File: src/rtl/if_id_skid_stage.sv
// Elastic IF/ID stage boundary: valid/ready handshake with an optional skid entry,
// synchronous flush that inserts a bubble, and a saturating flush-drop counter.
module if_id_skid_stage #(
   parameter int                DATA_W = 96,
   parameter logic [DATA_W-1:0] BUBBLE = 96'h00000000_00000013_00000004,
   parameter bit                SKID   = 1'b1,
   parameter int                CNT_W  = 16
) (
   input  logic              i_clk,
   input  logic              i_rst,
   input  logic              i_flush,
   input  logic              i_in_valid,
   input  logic [DATA_W-1:0] i_in_data,
   output logic              o_in_ready,
   output logic              o_valid,
   output logic [DATA_W-1:0] o_data,
   input  logic              i_out_ready,
   output logic [CNT_W-1:0]  o_drop_cnt
);

   function automatic logic [CNT_W-1:0] sat_add(input logic [CNT_W-1:0] a,
                                                input logic [1:0]       b);
      logic [CNT_W:0] sum;
      sum = {1'b0, a} + {{(CNT_W-1){1'b0}}, b};
      return sum[CNT_W] ? {CNT_W{1'b1}} : sum[CNT_W-1:0];
   endfunction

   logic              out_vld_p0, skid_vld_p0;
   logic [DATA_W-1:0] out_data_p0, skid_data_p0;
   logic [CNT_W-1:0]  drop_cnt;

   logic in_fire, out_fire, load_out;
   logic out_from_skid, out_from_in, skid_from_in;
   logic out_vld_nxt, skid_vld_nxt;
   logic [1:0] drop;

   // With SKID the ready comes straight from a flop; without it, ready looks through.
   assign o_in_ready = SKID ? ~skid_vld_p0 : (~out_vld_p0 | i_out_ready);
   assign in_fire    = i_in_valid & o_in_ready;
   assign out_fire   = out_vld_p0 & i_out_ready;

   always_comb begin
      load_out      = ~out_vld_p0 | out_fire;
      out_from_skid = load_out & skid_vld_p0;
      out_from_in   = load_out & ~skid_vld_p0 & in_fire;
      skid_from_in  = in_fire & (~load_out | skid_vld_p0);
      out_vld_nxt   = load_out ? (skid_vld_p0 | in_fire) : out_vld_p0;
      skid_vld_nxt  = skid_from_in | (skid_vld_p0 & ~load_out);
      // An entry leaving downstream in the flush cycle is delivered, not dropped.
      drop = {1'b0, out_vld_p0 & ~i_out_ready} + {1'b0, skid_vld_p0} + {1'b0, in_fire};
   end

   // Control stage: valids and drop counter
   always_ff @(posedge i_clk or posedge i_rst) begin
      if (i_rst) begin
         out_vld_p0  <= 1'b0;
         skid_vld_p0 <= 1'b0;
         drop_cnt    <= '0;
      end else if (i_flush) begin
         out_vld_p0  <= 1'b0;
         skid_vld_p0 <= 1'b0;
         drop_cnt    <= sat_add(drop_cnt, drop);
      end else begin
         out_vld_p0  <= out_vld_nxt;
         skid_vld_p0 <= skid_vld_nxt;
      end
   end

   // Data stage: payload registers, qualified by the valids above
   always_ff @(posedge i_clk) begin
      if (out_from_skid)
         out_data_p0 <= skid_data_p0;
      else if (out_from_in)
         out_data_p0 <= i_in_data;
      if (skid_from_in)
         skid_data_p0 <= i_in_data;
   end

   assign o_valid    = out_vld_p0;
   assign o_data     = out_vld_p0 ? out_data_p0 : BUBBLE;
   assign o_drop_cnt = drop_cnt;

endmodule

File: config.mk
export PLATFORM = sky130hd
export DESIGN_NAME = if_id_skid_stage
export DESIGN_NICKNAME = d
export VERILOG_FILES = /design/src/rtl/if_id_skid_stage.sv
export SDC_FILE = /design/constraint.sdc
export NUM_CORES = 1
export LEC_CHECK = 0
export BUFFER_PORTS_ARGS = -buffer_cell sky130_fd_sc_hd__buf_4
export CORE_ASPECT_RATIO = 2
export CORE_UTILIZATION = 48
export DETAILED_ROUTE_END_ITERATION = 6
export GPL_TIMING_DRIVEN = 0
export PLACE_DENSITY = 0.82
export SLEW_MARGIN = 25
export SYNTH_ARGS = -nofsm -noshare
export SYNTH_HDL_FRONTEND = slang
export SYNTH_SLANG_ARGS = --single-unit
export TNS_END_PERCENT = 1
File: constraint.sdc
create_clock -name i_clk -period 5.1 [get_ports i_clk]
set_input_delay 1.02 -clock i_clk [delete_from_list [all_inputs] [get_ports i_clk]]
set_output_delay 1.02 -clock i_clk [all_outputs]
set_load 0.03 [all_outputs]
# Yosys cells after proc, flatten, opt, wreduce, memory -nomap -nowiden
# Index checks and enable logic that the tools add are counted.
# classes
addsub	3
mul	0
n_div	0
magnitude_cmp	0
n_eq_ne	0
shifts	0
mux	7
n_bitwise	16
n_reduce_logical	2
# op_table
op	n
2-to-1 mux 96 bit	3
adder 16 x 2 -> 17 bit	1
2-to-1 mux 16 bit	1
bitwise AND 1 bit	8
inverter 1 bit	4
bitwise OR 1 bit	4
nonzero test 2 bit	2
2-to-1 mux 1 bit	3
adder 1 x 1 -> 2 bit	1
adder 2 x 1 -> 2 bit	1
# word_totals
regBits	210
latch_bits	0
ramBits	0
mem_bits_ro	0
inputBits	101
word_cells	33
n_memories	0

# Logic depth before layout (Yosys ltp)
# logic_depth
word_depth	7
mapped_depth	10
mapped_depth_nobuf	9

# Least setup slack after synthesis
# Ideal clock, no wire load.
# synth_path
kind	input port to flip-flop
startpoint	input i_out_ready
endpoint	register skid_data_p0[0], enable pin
setup_time_ns	0.562
arrival_time_ns	5.562
path_slack_ns	-1.025
cell_stages	3
n_path_buf	1
path_cell_list	nand2b_1 -> buf_4 -> nor2b_1
# synth_via
elab_chain_len	5
# synth_rtl
item	line	source
start: declaration	17	input logic i_out_ready,
bitwise AND 1 bit	40	assign out_fire = out_vld_p0 & i_out_ready;
bitwise OR 1 bit	43	load_out = ~out_vld_p0 | out_fire;
inverter 1 bit	46	skid_from_in = in_fire & (~load_out | skid_vld_p0);
bitwise OR 1 bit	46	
bitwise AND 1 bit	46	
named net skid_from_in	33	logic out_from_skid, out_from_in, skid_from_in;
end signal: assignment	76	skid_data_p0 <= i_in_data;
end: declaration	29	logic [DATA_W-1:0] out_data_p0, skid_data_p0;
# The timed path passes the listed nets, and every way through them passes these cells.
# A chain may end at the register's enable or synchronous reset.

# Final worst setup path
# layout_path
startpoint	register out_vld_p0 (netlist: o_valid)
endpoint	output o_data[82]
# layout_via
elab_chain_len	1
# layout_rtl
item	line	source
start: declaration	28	logic out_vld_p0, skid_vld_p0;
start signal: assignment	64	out_vld_p0 <= out_vld_nxt;
2-to-1 mux 96 bit	80	assign o_data = out_vld_p0 ? out_data_p0 : BUBBLE;
end: declaration	16	output logic [DATA_W-1:0] o_data,
# Every way passes these cells.

==> flow_summary.json <==
{
  "outcome": "finished clean",
  "setup_ws_ns": 1.84,
  "syn_area_um2": 8610,
  "end_kind": "output port",
  "via_per_inst": 5.28,
  "r2r_start": "o_valid",
  "vdd_ir_drop_max_mv": 0.284,
  "slew_headroom_pct": 54.1,
  "worst-path-max-fanout": 10,
  "postCtsSetupBuffers": 0,
  "clock_latency_ns": 0.49,
  "ios": 215,
  "finalNetCount": 853,
  "cts_tree": "built",
  "grt_pass1_wl_mm": 29.9,
  "ys_ff_latch": 210,
  "p_leak_nw": 4.44,
  "rrSetupSlack_ns": 2.12,
  "grt_use_total_pct": 20.7,
  "r2r_cells": 10,
  "start_util_pct": 49.3,
  "ys_top_cells_by_area": "edfxtp_1, mux2_2, and2_1",
  "tightestPinTransition_ns": 0.687,
  "postSynthAreaPerCell_um2": 17.0,
  "drt-pass1-iter-count": 4,
  "finClkSkew_ns": 0.0137,
  "syn_nets": 612,
  "power.density_nw_per_um2": 350,
  "layout_commonest_cell": "buf_4",
  "timing.rr.end": "o_drop_cnt[14]",
  "pre_cts_slack_ns": 1.52,
  "p_clk_share_pct": 34.6,
  "dieWidth_um": 96.7,
  "row_count": 68,
  "core_area_um2": 17400,
  "drt_iter0_markers": 204,
  "period_needed_ns": 3.26,
  "hold_path_class": "reg -> reg",
  "clockBufferDepth": 3,
  "yosys_warnings": 0,
  "synthCells": 507,
  "synth_top_area_share_pct": 67.0,
  "vias": 5128,
  "arrival_ns": 2.24,
  "holdBufCountCts": 0,
  "cts_made_buffers": 20,
  "die_height_um": 191,
  "cts.sinks": 210,
  "switching_share_pct": 24.5,
  "hold_start": "skid_data_p0[58]",
  "htreeDepth": 1,
  "port-buffer-count": 213,
  "drv_cap": 0,
  "min_period_over_period_pct": 64.0,
  "rsz0062_at_grt": "false",
  "worstSetupPathType": "reg -> out",
  "yosysTopAreaCell": "edfxtp_1",
  "areaGrowthSynthToFinish_pct": 30.3,
  "crit_start": "o_valid",
  "drive_above_1_share_pct": 47.6,
  "fillers": 1241,
  "grt_pass1_vias": 5750,
  "overflow": 0,
  "dieArea_um2": 18500,
  "slew_violations": 0,
  "ys_types": 36,
  "wirelength_mm": 19.3,
  "setup_violations": 0,
  "grt_max_degree": 38,
  "cts-root-buf": "clkbuf_16",
  "gp_congestion": 0.851,
  "worstHoldPathCells": 1,
  "hold_end": "out_data_p0[58]",
  "drtAntennaViolNets": 0,
  "cts.clk_slew.worst_paths_ns": 0.06,
  "seq_area_frac_synth_pct": 72.2,
  "cp_data_required_time_ns": 4.08,
  "grt_antenna_before_repair": 0,
  "hold_viol_final": 0,
  "wl_per_cell_um": 19.9,
  "drc_errors": 0,
  "final_cell_mix": "buf_4, edfxtp_1, mux2_2, and2_1, clkbuf_16",
  "internal_power_mw": 2.96,
  "diodes": 0,
  "power_switching_mw": 0.963,
  "cts_resized": 0,
  "pwr-share-comb_pct": 13.4,
  "crit_path_start_kind": "register",
  "setup_tns_ns": 0,
  "seqPwrFrac_pct": 52.0,
  "fmax_mhz": 306,
  "dpl.hpwl_mm": 13.9
}
## cells in the mapped netlist (all sizes together)
| library cell | n |
|---|---|
| xor2 | 1 |
| nor2b | 2 |
| nand2 | 14 |
| dfrtp | 18 |
| inv | 6 |
| fa | 2 |
| nand3 | 8 |
| nor3 | 3 |
| o211ai | 1 |
| mux2 | 102 |
| o21ai | 4 |
| and3 | 5 |
| nor4 | 3 |
| nor2 | 8 |
| o21a | 3 |
| ha | 2 |
| buf | 12 |
| xnor2 | 1 |
| nor3b | 1 |
| clkbuf | 10 |
| a21bo | 1 |
| mux2i | 1 |
| edfxtp | 192 |
| or3 | 1 |
| nand4 | 3 |
| a21oi | 5 |
| and2 | 92 |
| nand2b | 6 |
## critical path: stages, from the launching register on
cell,delay [ns]
dfrtp_1,0.58
clkbuf_1,0.47
clkbuf_1,0.33
and2_1,0.21
buf_4,0.17
## sequential cells by signal, summed over array words and instances, names as in the netlist
register and cells:
o_drop_cnt 16, o_valid 1, out_data_p0 96, skid_data_p0 96, skid_vld_p0 1
## area by class of cell
class / instances / area [um^2] / area share (%)
Clock inverter: 8 / 37.5 / 0.335
Timing Repair Buffer: 219 / 1740 / 15.5
Inverter: 6 / 22.5 / 0.201
Tap cell: 210 / 263 / 2.34
Clock buffer: 27 / 548 / 4.89
Multi-Input combinational cell: 269 / 2250 / 20.0
Sequential cell: 210 / 6220 / 55.4
Buffer: 22 / 138 / 1.23
## power by group through the flow
stage | clock network [mW] | registers (mW) | logic [mW]
2_1_floorplan | 0 | 2.11 | 0.254
4_1_cts | 1.39 | 2.04 | 0.533
3_5_place_dp | 0 | 2.08 | 0.531
5_1_grt | 1.45 | 2.05 | 0.562
3_3_place_gp | 0 | 2.08 | 0.499
6_report | 1.36 | 2.04 | 0.527
## kinds of logic after synthesis
group           synth area share (%)
compound gates                 0.988
xor+xnor                       0.204
fa+ha+maj                      0.756
buf+inv                         1.86
flops                           72.2
mux                             13.5
simple gates                    10.5
## worst max path at each step
stage                             endpoint  cells after the start
after floorplan            skid_data_p0[0]                      3
after global placement    skid_data_p0[54]                      4
after detailed placement    o_drop_cnt[14]                     11
after CTS                       o_data[51]                      4
after global routing            o_data[51]                      4
final                           o_data[82]                      4
## routing by layer
metal  up-vias  track usage, %  wire length (um)
met4         0            11.0               993
li1       2345               -                 -
met5         -               0                 0
met1      2503            21.3              6470
met2       215            38.9             10700
met3        65            4.10              1090
## stage by stage
| stage | hold WS, ns | cells | cell area (um^2) | utilization, % | total power [mW] |
|---|---|---|---|---|---|
| 2_1_floorplan | 0.501 | 507 | 8610 | - | 2.36 |
| 3_3_place_gp | 0.512 | 930 | 10500 | 60.0 | 2.58 |
| 3_5_place_dp | 0.528 | 936 | 10600 | 60.9 | 2.61 |
| 4_1_cts | 0.540 | 971 | 11200 | 64.3 | 3.96 |
| 5_1_grt | 0.554 | 971 | 11200 | 64.3 | 4.06 |
| 6_report | 0.540 | 971 | 11200 | 64.3 | 3.93 |
No activity file was read; power rests on OpenSTA's default activity.
